--- config.mk ---
export PLATFORM = sky130hd
export DESIGN_NAME = mem_arbiter
export DESIGN_NICKNAME = d
export VERILOG_FILES = /design/src/rtl/mem_arbiter.sv
export SDC_FILE = /design/constraint.sdc
export NUM_CORES = 1
export LEC_CHECK = 0
export BUFFER_PORTS_ARGS = -buffer_cell sky130_fd_sc_hd__buf_2
export CAP_MARGIN = 40
export CORE_UTILIZATION = 50
export DETAILED_ROUTE_END_ITERATION = 10
export GPL_TIMING_DRIVEN = 0
export PLACE_DENSITY_LB_ADDON = 0.25
export SETUP_SLACK_MARGIN = 0.15
export SLEW_MARGIN = 20
export SYNTH_ARGS = -nofsm -noshare
export SYNTH_HDL_FRONTEND = slang
export SYNTH_SLANG_ARGS = --single-unit
--- constraint.sdc ---
create_clock -name CLK -period 3 [get_ports CLK]
set_clock_uncertainty 0.05 [all_clocks]
set_input_delay 0.6 -clock CLK [delete_from_list [all_inputs] [get_ports CLK]]
set_output_delay 0.6 -clock CLK [all_outputs]
set_load 0.01 [all_outputs]
--- src/rtl/mem_arbiter.sv ---
// Request/grant sequencer sharing one word memory between the fetch and load/store ports,
// with read-modify-write merging for partial stores. Define MEM_ARB_RR_EN for round-robin arbitration.
module mem_arbiter #(
   parameter bit RESET_PRIO = 1'b0
) (
   input  logic        CLK,
   input  logic        RST_N,
   input  logic        if_req,
   input  logic [31:0] if_addr,
   output logic        if_gnt,
   output logic        if_rvalid,
   output logic [31:0] if_rdata,
   input  logic        ls_req,
   input  logic        ls_we,
   input  logic [3:0]  ls_be,
   input  logic [31:0] ls_addr,
   input  logic [31:0] ls_wdata,
   output logic        ls_gnt,
   output logic        ls_rvalid,
   output logic [31:0] ls_rdata,
   output logic [31:0] mem_a,
   output logic [31:0] mem_wd,
   output logic        mem_we,
   input  logic [31:0] mem_rd
);

   typedef enum logic [1:0] {IDLE, SERVE, RESP} state_t;

   state_t      state_q, state_d;
   logic        id_q, id_d;
   logic [31:0] addr_q, addr_d;
   logic        we_q, we_d;
   logic [3:0]  be_q, be_d;
   logic [31:0] wdata_q, wdata_d;
   logic [31:0] if_rdata_q, if_rdata_d;
   logic [31:0] ls_rdata_q, ls_rdata_d;
   logic        if_rvalid_q, if_rvalid_d;
   logic        ls_rvalid_q, ls_rvalid_d;
   logic [31:0] merged;
   logic        window;
   logic        prio_sel;
   logic        addr_lsb_unused;

   assign addr_lsb_unused = ^{if_addr[1:0], ls_addr[1:0]};

`ifdef MEM_ARB_RR_EN
   logic prio_q, prio_d;

   // The pointer moves to the requester that did not just win.
   always_comb begin
      prio_d = prio_q;
      if (if_gnt || ls_gnt) begin
         prio_d = ls_gnt;
      end
   end

   always_ff @(posedge CLK or negedge RST_N) begin
      if (!RST_N) begin
         prio_q <= RESET_PRIO;
      end else begin
         prio_q <= prio_d;
      end
   end

   assign prio_sel = prio_q;
`else
   assign prio_sel = RESET_PRIO;
`endif

   // prio_sel = 1 favours fetch when both requesters are pending.
   assign window = (state_q == IDLE) || (state_q == RESP);
   assign if_gnt = window && if_req && (!ls_req || prio_sel);
   assign ls_gnt = window && ls_req && (!if_req || !prio_sel);

   assign mem_a     = addr_q;
   assign if_rdata  = if_rdata_q;
   assign ls_rdata  = ls_rdata_q;
   assign if_rvalid = if_rvalid_q;
   assign ls_rvalid = ls_rvalid_q;

   always_comb begin
      state_d     = state_q;
      id_d        = id_q;
      addr_d      = addr_q;
      we_d        = we_q;
      be_d        = be_q;
      wdata_d     = wdata_q;
      if_rdata_d  = if_rdata_q;
      ls_rdata_d  = ls_rdata_q;
      if_rvalid_d = 1'b0;
      ls_rvalid_d = 1'b0;
      mem_we      = 1'b0;
      mem_wd      = 32'h0;
      merged      = mem_rd;

      for (int i = 0; i < 4; i++) begin
         merged[8*i +: 8] = be_q[i] ? wdata_q[8*i +: 8] : mem_rd[8*i +: 8];
      end

      case (state_q)
         IDLE, RESP: begin
            if (if_gnt || ls_gnt) begin
               state_d = SERVE;
               id_d    = if_gnt;
               addr_d  = if_gnt ? {if_addr[31:2], 2'b00} : {ls_addr[31:2], 2'b00};
               we_d    = ls_gnt && ls_we;
               be_d    = ls_gnt ? ls_be : 4'h0;
               wdata_d = ls_gnt ? ls_wdata : 32'h0;
            end else begin
               state_d = IDLE;
            end
         end
         SERVE: begin
            state_d = RESP;
            if (we_q) begin
               mem_wd = merged;
               mem_we = |be_q;
            end
            // For stores the response carries the word as it was before the write.
            if (id_q) begin
               if_rdata_d  = mem_rd;
               if_rvalid_d = 1'b1;
            end else begin
               ls_rdata_d  = mem_rd;
               ls_rvalid_d = 1'b1;
            end
         end
         default: state_d = IDLE;
      endcase
   end

   always_ff @(posedge CLK or negedge RST_N) begin
      if (!RST_N) begin
         state_q     <= IDLE;
         id_q        <= 1'b0;
         addr_q      <= 32'h0;
         we_q        <= 1'b0;
         be_q        <= 4'h0;
         wdata_q     <= 32'h0;
         if_rdata_q  <= 32'h0;
         ls_rdata_q  <= 32'h0;
         if_rvalid_q <= 1'b0;
         ls_rvalid_q <= 1'b0;
      end else begin
         state_q     <= state_d;
         id_q        <= id_d;
         addr_q      <= addr_d;
         we_q        <= we_d;
         be_q        <= be_d;
         wdata_q     <= wdata_d;
         if_rdata_q  <= if_rdata_d;
         ls_rdata_q  <= ls_rdata_d;
         if_rvalid_q <= if_rvalid_d;
         ls_rvalid_q <= ls_rvalid_d;
      end
   end

endmodule

==> metrics, run 1 <==
fmax 0.405 GHz; Residual DRC 0; placed cell areas 7380 µm²; Synth Register Bits 136; ratio of cells with drive above 1 in the final layout 49.1%; Avg WL per Cell 18.1 µm; Worst Tran Pin Value 0.773 ns; cts bufs inserted 17; CTS tree built; Design Area, Final 7990 µm²; Final setup violation count 0; RSZ-0062 raised after global routing no; synthesis warning total 0; port bufs 262; Rows 39; Layout Nets 900; TritonCTS Sinks 136; Fin. Hold Viols 0; die height 110 µm; CP Capture Type primary output; CTS max path bufs 2; max cap viols 0; Final Total Pwr 6.68 mW; H-tree depth 4; initial antenna violation count 0; Final HPWL DP 11.9 mm; first-pass GRT wire length 25.0 mm; Setup TNS 0 ns; Slew HR 48.5%; status finished clean; Mapped Area 5840 µm²; clk slew on worst S/H paths 0.06 ns; vias in the first global route 4977; post-CTS sizing 0; crit path kind reg -> out; GR Overflow Total 0; CTS Root Cell clkbuf_16; P per Cell Area 836 nW/µm²; startpoint types flip-flop; syn avg cell area 12.2 µm²; final wirelength 16.6 mm; IO Pins 270; Seq/Total Area, Yosys 58.2%; ANT nets after route 0; DIE AREA 12100 µm²; largest net degree at the start of global routing 74; Syn Inst Count 480; initial core utilization 51.2%; worst hold path class in -> async; width of the die 110 µm; most common cell after layout, fill and taps aside buf_2; CP Data Arrival Time 1.82 ns; worst hold slack 0.0616 ns; most frequent cells in the layout buf_2 (272), dfrtp_1 (136), nor3_1 (90); Crit path required time 2.35 ns; vias 5072; Final Cycle Share 82.3%; max-slew violations 0; insertion delay to the later sink of the worst-skew pair 0.41 ns; worst vdd rail ir drop 743 µV; GRT Util Overall 27.8%; Multi-input gate area 2200 µm²; register area 3400 µm²; hold bufs inserted after CTS 0; Distinct cells, synth 24; vias per cell 5.51; Leak Pwr 3.89 nW; final core occ 70.0%; FILL cells 879; GP Congestion 0.763; Pre-antenna DRT Iters 4; Post-CTS Setup Repair Bufs 0; synth-to-layout area growth 36.8%; min Tclk post-route 2.47 ns; starting DRC count in detailed routing 292; CORE AREA 11400 µm²; critical-path maximum fanout 10
-- layer usage --
metal,part of all wire (%),track usage [%],wire length (µm)
met1,39,33.8,6520
met2,51,46.1,8400
met3,7.9,7.88,1310
met4,2.2,12.3,368
met5,0,0,0
-- metrics by stage --
stage	setup slack (ns)	instances
after floorplan	1.11	481
after global placement	-0.471	886
after detailed placement	0.687	887
after CTS	0.423	919
after global routing	0.303	919
final	0.531	920
-- worst max-delay path, stage by stage (launching register included) --
cell      delay, ns
dfrtp_1        0.32
clkbuf_1       0.56
mux2i_1        0.33
nor2_1         0.06
buf_2          0.15
-- power breakdown --
part           switching [mW]  internal [mW]
clock network           0.770           1.37
registers               0.319           2.38
logic                   0.928          0.915
total                    2.02           4.67
-- final cells by class --
| type | instances | share of cell area (%) |
|---|---|---|
| Sequential cell | 136 | 42.6 |
| Multi-Input combinational cell | 298 | 27.5 |
| Timing Repair Buffer | 263 | 16.9 |
| Clock buffer | 20 | 5.84 |
| Buffer | 42 | 2.82 |
| Tap cell | 143 | 2.24 |
| Clock inverter | 12 | 1.86 |
| Inverter | 5 | 0.235 |
| Antenna cell | 1 | 0.0313 |
-- registers in the layout, indices dropped and copies added, names as in the netlist --
name and flops:
if_rdata 32, be_q 4, mem_a 30, ls_rvalid 1, id_q 1, wdata_q 32
state_q 2, if_rvalid 1, ls_rdata 32, we_q 1
-- path summary, 6_finish.rpt --
check                                        startpoint                       end  slack (ns)  cells after the start
worst max-delay path                be_q[1]$_DFFE_PN0P_                mem_wd[11]        0.53                      4
worst min-delay path                              RST_N   wdata_q[18]$_DFFE_PN0P_        0.06                      1
worst max register to register     state_q[0]$_DFF_PN0_  ls_rdata[25]$_DFFE_PN0P_        1.37                      4
worst min register to register  ls_rdata[5]$_DFFE_PN0P_   ls_rdata[5]$_DFFE_PN0P_        0.43                      1
max in group asynchronous                         RST_N  if_rdata[10]$_DFFE_PN0P_        2.13                      2
min in group CLK                           ls_wdata[12]   wdata_q[12]$_DFFE_PN0P_        0.35                      2
-- synth_stat cells, drive strengths merged --
| cell type | n | share of area (%) |
|---|---|---|
| a21oi | 1 | 0.086 |
| a22o | 37 | 5.5 |
| and2b | 1 | 0.13 |
| buf | 19 | 2.4 |
| clkbuf | 23 | 1.5 |
| conb | 1 | 0.064 |
| dfrtp | 136 | 58 |
| inv | 5 | 0.32 |
| mux2 | 64 | 12 |
| mux2i | 32 | 5.5 |
| nand2 | 2 | 0.17 |
| nand2b | 2 | 0.21 |
| nor2 | 34 | 2.2 |
| nor3 | 91 | 8.0 |
| nor4 | 1 | 0.11 |
| o21ai | 1 | 0.086 |
| o22ai | 30 | 3.2 |
-- cells by family (layout without fill, tap and decap cells) --
logic type / count (synthesis) / after routing / share of synthesized area, %
AO/OA/AOI/OAI: 69 / 69 / 8.93
buffers and inverters: 47 / 342 / 4.17
flip-flops: 136 / 136 / 58.2
multiplexers: 96 / 96 / 17.8
other: 1 / 3 / 0.0642
AND/OR/NAND/NOR: 131 / 131 / 10.8
Power figures use the tool's default switching activity.
==> run 2: changes to the inputs <==
--- a/config.mk
+++ b/config.mk
@@ -5,9 +5,10 @@
 export SDC_FILE = /design/constraint.sdc
 export NUM_CORES = 1
 export LEC_CHECK = 0
+export ABC_AREA = 1
 export BUFFER_PORTS_ARGS = -buffer_cell sky130_fd_sc_hd__buf_2
 export CAP_MARGIN = 40
-export CORE_UTILIZATION = 50
+export CORE_UTILIZATION = 47
 export DETAILED_ROUTE_END_ITERATION = 10
 export GPL_TIMING_DRIVEN = 0
 export PLACE_DENSITY_LB_ADDON = 0.25
==> constraint.sdc (replaced) <==
create_clock -name CLK -period 2.3 [get_ports CLK]
set_clock_uncertainty 0.05 [all_clocks]
set_input_delay 0.46 -clock CLK [delete_from_list [all_inputs] [get_ports CLK]]
set_output_delay 0.46 -clock CLK [all_outputs]
set_load 0.01 [all_outputs]
==> run 2 against run 1 <==
Effect of this change:
- first-iteration DRC count rose by 59%
- die area rose by 7.0%
- wire length rose by 3.2%
- final area rose by 1.5%
- sequential cell count did not move
- total power rose by 33%
- critical path type unchanged
- sequential share of layout area fell by 0.64 points
==> metrics, run 2 <==
synth-to-layout area growth 37.9%; commonest cells in the netlist nand2_1 (424), dfrtp_1 (136), a21oi_1 (34); P per Cell Area 1090 nW/µm²; status finished clean; DIE AREA 13000 µm²; CTS Root Cell clkbuf_16; hold path start ls_wdata[17]; GP Congestion 0.862; CP Capture Type primary output; Crit path required time 1.79 ns; Async SR Flop Fraction 100%; Rows 40; cts bufs inserted 17; IO Pins 270; max-slew violations 0; placed cell areas 7450 µm²; syn avg cell area 8.15 µm²; ratio of cells with drive above 1 in the final layout 34.4%; Final setup violation count 0; Seq/Total Area, Yosys 57.8%; Final HPWL DP 12.4 mm; critical-path maximum fanout 10; clk slew on worst S/H paths 0.06 ns; die height 114 µm; hold depth 3; worst hold path class in -> reg; CTS max path bufs 2; Slew HR 62.9%; H-tree depth 4; insertion delay to the later sink of the worst-skew pair 0.41 ns; most frequent cells in the layout nand2_1 (424), buf_2 (282), dfrtp_1 (136); Setup TNS 0 ns; Syn Inst Count 722; CORE AREA 12100 µm²; R2R cell count 7; first-pass GRT wire length 27.3 mm; register area 3400 µm²; Multi-input gate area 2220 µm²; number of flops mapped to enable cells by yosys 0; ranking of synthesized cells by area dfrtp_1 (58%), nand2_1 (27%), nand4_1 (3.2%); FILL cells 1075; GRT Util Overall 27.6%; R2R setup slack 0.94 ns; synthesis warning total 0; post-synth top area share 57.8%; worst reg2reg path endpoint wdata_q[25]$_DFFE_PN0P_; worst vdd rail ir drop 692 µV; width of the die 114 µm; worst hold slack 0.194 ns; Design Area, Final 8120 µm²; final core occ 67.0%; largest net degree at the start of global routing 74; most common cell in the synthesized netlist nand2_1; crit path kind reg -> out; min Tclk post-route 2.09 ns; worst r2r src state_q[0]$_DFF_PN0_; CTS tree built; RSZ-0062 raised after global routing yes; Pre-antenna DRT Iters 5; startpoint types flip-flop; Synth area leader dfrtp_1; Avg WL per Cell 14.5 µm; TritonCTS Sinks 136; ANT nets after route 0; Leak Pwr 4.65 nW; Residual DRC 0; max cap viols 0; Hold Path Sink wdata_q[17]$_DFFE_PN0P_; starting DRC count in detailed routing 464; Layout Nets 1143; vias 5865; Synth Register Bits 136; Mapped Area 5890 µm²; Final Total Pwr 8.87 mW; CP Data Arrival Time 1.58 ns; initial core utilization 48.6%; fmax 0.478 GHz; vias in the first global route 5546; diode count 0; Worst Tran Pin Value 0.557 ns; Fin. Hold Viols 0; final wirelength 17.1 mm; Top FF cell, synth dfrtp_1; Final Cycle Share 91.0%; vias per cell 4.95; most common cell after layout, fill and taps aside nand2_1; Distinct cells, synth 19; GR Overflow Total 0; port bufs 262; initial antenna violation count 0
run 2: changes by cell type after synthesis, moves of 31 or more:
cell     delta
a21oi_1    +33
mux2_2     -63
nor3_1     -90
nor2_1     -32
nand2_1   +423
mux2i_1    -32
nand3_1    +31
a22o_1     -37
run 2: layout make-up:
class,count,area share [%]
multi-input cells,532,27.4
inverters,11,0.678
flip-flops and latches,136,41.9
well taps,168,2.59
clock inverters,9,1.20
plain buffers,44,3.48
repair buffers,264,16.7
clock buffers,22,5.97
run 2: cells by family (layout without fill, tap and decap cells):
| family | Yosys count | in the layout | share of synthesized area [%] |
|---|---|---|---|
| simple gates | 491 | 491 | 33.5 |
| other cells | 1 | 2 | 0.0637 |
| compound gates | 39 | 39 | 3.51 |
| buf+inv | 55 | 350 | 5.12 |
| flops | 136 | 136 | 57.8 |
run 2: how the worst max path moves through the flow:
stage | startpoint | end | cells after the start
6_report | state_q[1]$_DFF_PN0_ | mem_wd[29] | 7
3_3_place_gp | RST_N | mem_a[19]$_DFFE_PN0P_ | 1
4_1_cts | state_q[1]$_DFF_PN0_ | mem_wd[4] | 7
5_1_grt | state_q[1]$_DFF_PN0_ | mem_wd[17] | 7
3_5_place_dp | ls_req | if_gnt | 6
2_1_floorplan | if_req | if_gnt | 4
run 2: critical path, cell delays in order, from the launching register on:
cell     delay, ns
dfrtp_1       0.36
inv_1         0.06
nand2_2       0.10
inv_4         0.10
nand2_4       0.08
buf_6         0.16
a21oi_1       0.15
buf_2         0.16
run 2: metal layers:
| metal | global-route usage (%) | share of wire [%] | vias up |
|---|---|---|---|
| met3 | 6.11 | 6.9 | 30 |
| li1 | - | - | 2842 |
| met1 | 34.3 | 42 | 2723 |
| met4 | 11.0 | 2.3 | 0 |
| met2 | 47.0 | 49 | 270 |
| met5 | 0 | 0 | - |
run 2: where the power goes:
| part | internal [mW] | switching (mW) | total (mW) |
|---|---|---|---|
| clock network | 1.69 | 0.981 | 2.67 |
| registers | 3.18 | 0.406 | 3.59 |
| logic | 1.03 | 1.59 | 2.61 |
| total | 5.90 | 2.97 | 8.87 |
run 2: what timing repair did:
item / CTS / global route
pin swaps: 0 / 0
buffers inserted: 0 / 0
resized for setup: 1 / 25
endpoints found under the hold margin: 72 / 0
endpoints found under the setup margin: 30 / 32
hold buffers: 1 / 0
run 2: per-stage QoR:
stage	setup WS, ns	cells
floorplan	0.709	723
global placement	-1.14	1153
detailed placement	0.404	1154
CTS	0.0999	1186
global route	0.117	1186
finish	0.208	1186
